## config.mk

```make
export PLATFORM = sky130hd
export DESIGN_NAME = multiplexer_framer
export DESIGN_NICKNAME = d
export VERILOG_FILES = /design/src/rtl/multiplexer_framer.sv
export SDC_FILE = /design/constraint.sdc
export NUM_CORES = 1
export LEC_CHECK = 0
export ABC_AREA = 1
export CORE_MARGIN = 5
export CORE_UTILIZATION = 31
export CTS_CLUSTER_DIAMETER = 30
export CTS_CLUSTER_SIZE = 40
export DETAILED_ROUTE_END_ITERATION = 12
export GPL_TIMING_DRIVEN = 0
export PLACE_DENSITY = 0.7
export SETUP_SLACK_MARGIN = 0.05
export SKIP_CTS_REPAIR_TIMING = 1
export SLEW_MARGIN = 30
export SYNTH_ARGS = -nofsm -noshare
export SYNTH_HDL_FRONTEND = slang
export SYNTH_SLANG_ARGS = --single-unit
export TNS_END_PERCENT = 50
```

## constraint.sdc

```tcl
create_clock -name muxCLK -period 0.85 [get_ports muxCLK]
set_input_delay 0.1275 -clock muxCLK [delete_from_list [all_inputs] [get_ports muxCLK]]
set_output_delay 0.1275 -clock muxCLK [all_outputs]
set_load 0.05 [all_outputs]
```

## src/rtl/multiplexer_framer.sv

```systemverilog
// Transmit symbol multiplexer: frames TLP bytes with STP/END, fills with IDL/PAD
// and, when MUX_SKP_EN is defined, inserts periodic COM+SKP ordered sets between packets.
module multiplexer_framer #(
    parameter int unsigned SKP_INTERVAL = 1180,
    parameter int unsigned SKP_LEN      = 3,
    parameter int unsigned CNT_W        = 11,
    parameter logic [7:0]  SYM_COM      = 8'hBC,
    parameter logic [7:0]  SYM_SKP      = 8'h1C,
    parameter logic [7:0]  SYM_STP      = 8'hFB,
    parameter logic [7:0]  SYM_END      = 8'hFD,
    parameter logic [7:0]  SYM_PAD      = 8'hF7,
    parameter logic [7:0]  SYM_IDL      = 8'h7C
) (
    input  logic       muxCLK,
    input  logic       muxRST,
    input  logic       ENB,
    input  logic       tlpVLD,
    input  logic [7:0] tlpDATA,
    input  logic       tlpLAST,
    output logic       tlpRDY,
    output logic [7:0] muxOUT,
    output logic       muxK,
    output logic       muxVLD
);

`ifdef MUX_SKP_EN
    typedef enum logic [1:0] {S_IDLE, S_DATA, S_END, S_SKP} state_t;
`else
    typedef enum logic [1:0] {S_IDLE, S_DATA, S_END} state_t;
`endif

    state_t state;
    logic   skp_due;

    // Bytes are only taken while framing a packet on an enabled cycle.
    assign tlpRDY = (state == S_DATA) && ENB && !muxRST;

`ifdef MUX_SKP_EN
    localparam logic [CNT_W-1:0] CNT_MAX  = CNT_W'(SKP_INTERVAL - 1);
    localparam logic [CNT_W-1:0] CNT_PRE  = CNT_W'(SKP_INTERVAL - 2);
    localparam logic [2:0]       SKP_LAST = 3'(SKP_LEN - 1);

    logic [CNT_W-1:0] int_cnt;
    logic [2:0]       skp_cnt;

    // Interval counter saturates at CNT_MAX; the COM edge restarts it.
    always_ff @(posedge muxCLK) begin
        if (muxRST) begin
            int_cnt <= '0;
            skp_due <= 1'b0;
        end else if (ENB) begin
            if (skp_due && (state == S_IDLE)) begin
                int_cnt <= '0;
                skp_due <= 1'b0;
            end else if (int_cnt != CNT_MAX) begin
                int_cnt <= int_cnt + CNT_W'(1);
                if (int_cnt == CNT_PRE) begin
                    skp_due <= 1'b1;
                end
            end
        end
    end
`else
    assign skp_due = 1'b0;
`endif

    // Symbol sequencer; each state selects the source for the next enabled edge.
    always_ff @(posedge muxCLK) begin
        if (muxRST) begin
            state  <= S_IDLE;
            muxOUT <= 8'h00;
            muxK   <= 1'b0;
            muxVLD <= 1'b0;
`ifdef MUX_SKP_EN
            skp_cnt <= 3'd0;
`endif
        end else if (!ENB) begin
            muxOUT <= 8'h00;
            muxK   <= 1'b0;
            muxVLD <= 1'b0;
        end else begin
            muxVLD <= 1'b1;
            muxK   <= 1'b1;
            case (state)
                S_IDLE: begin
                    if (skp_due) begin
                        muxOUT <= SYM_COM;
`ifdef MUX_SKP_EN
                        state   <= S_SKP;
                        skp_cnt <= 3'd0;
`else
                        state   <= S_IDLE;
`endif
                    end else if (tlpVLD) begin
                        muxOUT <= SYM_STP;
                        state  <= S_DATA;
                    end else begin
                        muxOUT <= SYM_IDL;
                    end
                end
                S_DATA: begin
                    if (tlpVLD) begin
                        muxOUT <= tlpDATA;
                        muxK   <= 1'b0;
                        if (tlpLAST) begin
                            state <= S_END;
                        end
                    end else begin
                        muxOUT <= SYM_PAD;
                    end
                end
                S_END: begin
                    muxOUT <= SYM_END;
                    state  <= S_IDLE;
                end
`ifdef MUX_SKP_EN
                S_SKP: begin
                    muxOUT  <= SYM_SKP;
                    skp_cnt <= skp_cnt + 3'd1;
                    if (skp_cnt == SKP_LAST) begin
                        state <= S_IDLE;
                    end
                end
`endif
                default: begin
                    muxOUT <= SYM_IDL;
                    state  <= S_IDLE;
                end
            endcase
        end
    end

endmodule

```

==> out/qor_table.md, run 1 <==
| Quantity | This run | Unit |
|:---|:---|:---|
| Result of the run | complete, but fails checks | - |
| Violations in the final reports | negative setup slack | - |
| Horizontal extent of the die | 46.9 | µm |
| Startpoint type of the worst setup path | input port | - |
| Maximum achievable frequency | 872 | MHz |
| Antenna-violating nets left | 0 | - |
| Critical path launch point | muxRST | - |
| Critical Setup Path Class | in -> out | - |
| Average via count per standard cell | 4.30 | - |
| Most common cell after layout, fill and taps aside | sky130_fd_sc_hd__nand2_1 | - |
| Total power | 1.43 | mW |
| CTS max path bufs | 2 | - |
| Post-detailed-routing wire length | 999 | µm |
| P&R area growth vs syn | 92.0 | % |
| Mapped Avg Cell Area | 7.83 | µm² |
| Crit path DAT | 1.02 | ns |
| Number of remaining DRC errors | 0 | - |
| Number of hold-slack violations in the final timing report | 0 | - |
| Cell total after placement | 92 | - |
| Share of layout cells above drive strength 1 | 0.451 | - |
| Pleak | 0.390 | nW |
| Antenna Diode Count | 0 | - |
| Total clock sinks | 12 | - |
| Clock-pin slew of the registers on the worst-case setup and hold paths | 0.08 | ns |
| Worst Slack Setup Final | -0.297 | ns |
| Hold crit path type | in -> reg | - |
| Post-Syn Area | 423 | µm² |
| Part of the cycle the worst path needs | 1.35 | - |
| Synth Net Count | 67 | - |
| Gp weighted congestion | 0.739 | - |
| R2r startpoint | state[1] | - |
| Total routing resource utilization after global routing | 0.103 | - |
| Count of cells along the worst register-to-register path | 4 | - |
| Buffers added on ports | 23 | - |
| Hold path startpoint | ENB | - |
| Crit path max-delay cell type | sky130_fd_sc_hd__clkdlybuf4s50_1 | - |
| Register area share after synthesis | 0.568 | - |
| Initial drt markers | 3 | - |
| Required arrival time at the worst endpoint | 0.72 | ns |
| CP Capture Type | primary output | - |
| Wire length of the first global-routing pass | 1480 | µm |
| Clock skew after layout | 0.00566 | ns |
| Post-layout nets | 96 | - |
| Peak supply drop | 0.00108 | V |
| Setup repair after global routing missed its margin | yes | - |
| Maxcap violations | 0 | - |
| Count of yosys warnings during synthesis | 0 | - |
| Clk Latency, worst-skew pair | 0.27 | ns |
| P per Cell Area | 1770 | nW/µm² |
| Number of global-route vias before repair | 362 | - |
| Filler-free cell count of the finished design | 97 | - |
| Maximum fanout along the worst path | 5 | - |
| Slew at the pin closest to its max-slew limit | 0.269 | ns |
| Pins over their slew limit | 0 | - |
| Total number of vias | 417 | - |
| Register-to-register setup slack | -0.02 | ns |
| Height of the die | 46.9 | µm |
| Number of levels in the clock H-tree | 1 | - |
| Number of different library cells in the post-synthesis netlist | 14 | - |
| Die area | 2200 | µm² |
| GRT Residual Overflow | 0 | - |
| Post-DP HPWL | 736 | µm |
| Post-Synthesis Cells | 54 | - |
| Largest net degree at the start of global routing | 8 | - |
| TritonCTS clock tree | yes | - |
| Highest-count cells in the layout ignoring fill and taps | sky130_fd_sc_hd__nand2_1 (16), sky130_fd_sc_hd__clkdlybuf4s50_1 (10), sky130_fd_sc_hd__dfxtp_2 (10) | - |
| WHS Endpoint | muxOUT[3] | - |
| Io pins | 24 | - |
| Setup WS pre-CTS | -0.982 | ns |
| Hold Path Depth | 3 | - |
| Clk root buf | sky130_fd_sc_hd__clkbuf_4 | - |
| Critical register-to-register path endpoint | muxOUT[5] | - |
| Crit path largest cell delay | 0.39 | ns |
| Initial antenna violation count | 0 | - |
| Tmin final | 1.15 | ns |
| Routed length per instance | 10.3 | µm |
| Floorplan Core Area | 1300 | µm² |
| Count of TritonRoute iterations in the first routing pass | 4 | - |
| Max-slew headroom | 0.820 | - |
| Effective utilization at floorplan | 0.325 | - |
| CP Cell Sequence | clkdlybuf4s50_1, inv_1, nand2_4, nor2_4, buf_8 | - |
| Floorplan row count | 13 | - |
| Number of setup violations in the final report | 18 | - |
| Final sum of negative setup slack | -0.672 | ns |
| Number of buffers created by CTS | 3 | - |
| Register bit total from synthesis | 12 | - |
## per-layer routing
metal / wire length (µm) / global-route usage / part of all wire
met4: 12 / 0.0829 / 0.012
met2: 513 / 0.157 / 0.51
met5: 0 / 0 / 0
met1: 407 / 0.113 / 0.41
met3: 66 / 0.0383 / 0.066
## state kept, by name, indices dropped and copies added, names as in the netlist
| signal | flops |
|---|---|
| muxOUT | 8 |
| muxK | 1 |
| muxVLD | 1 |
| state | 2 |
## area by class of cell
cell class | count | area (µm²)
clock buffers | 4 | 36.3
fillers | 125 | 489
inverters | 8 | 33.8
multi-input cells | 34 | 180
flip-flops and latches | 12 | 260
well taps | 15 | 18.8
repair buffers | 24 | 283
## worst max-delay path by stage
| stage | slack (ns) | endpoint |
|---|---|---|
| final | -0.30 | tlpRDY |
| after global routing | -0.35 | tlpRDY |
| after global placement | -0.98 | tlpRDY |
| after floorplan | -0.005 | tlpRDY |
| after detailed placement | -0.98 | tlpRDY |
| after CTS | -0.99 | tlpRDY |
## cells by family (layout without fill, tap and decap cells)
logic type	count (synthesis)	count (layout)	share of synthesized area
AND/OR/NAND/NOR	24	24	0.228
flip-flops	12	12	0.568
AO/OA/AOI/OAI	10	10	0.130
buffers and inverters	8	36	0.0740
## synthesized netlist by cell type
cell type | instances | area share
sky130_fd_sc_hd__a21oi_1 | 6 | 0.071
sky130_fd_sc_hd__a31oi_1 | 1 | 0.015
sky130_fd_sc_hd__clkinv_2 | 1 | 0.012
sky130_fd_sc_hd__dfxtp_1 | 12 | 0.57
sky130_fd_sc_hd__inv_1 | 5 | 0.044
sky130_fd_sc_hd__inv_2 | 2 | 0.018
sky130_fd_sc_hd__nand2_1 | 17 | 0.15
sky130_fd_sc_hd__nand2_2 | 1 | 0.015
sky130_fd_sc_hd__nand3_1 | 1 | 0.012
sky130_fd_sc_hd__nor2_1 | 4 | 0.035
sky130_fd_sc_hd__nor2_2 | 1 | 0.015
sky130_fd_sc_hd__o21ai_0 | 1 | 0.012
sky130_fd_sc_hd__o21ai_1 | 1 | 0.012
sky130_fd_sc_hd__o21ai_2 | 1 | 0.021
## metrics by stage
step | cell area (µm²) | hold slack [ns] | utilization
2_1_floorplan | 440 | 0.238 | -
3_3_place_gp | 689 | 0.512 | 0.530
3_5_place_dp | 689 | 0.515 | 0.530
4_1_cts | 726 | 0.391 | 0.558
5_1_grt | 812 | 0.239 | 0.624
6_report | 812 | 0.236 | 0.624
## where the power goes
part / switching, mW / total [mW] / internal (mW)
logic: 0.204 / 0.363 / 0.158
clock network: 0.183 / 0.443 / 0.260
registers: 0.0260 / 0.629 / 0.603
## critical path: cells and delay by family
family	cells	cell delay, ns
simple gates	2	0.23
buf+inv	3	0.66
Power figures use the tool's default switching activity.
==> run 2: changes to the inputs <==
Settings changed: CTS_CLUSTER_DIAMETER 30 to default.
==> results of run 2 <==
No change in the layout: final DEF, timing and power equal those of run 1.
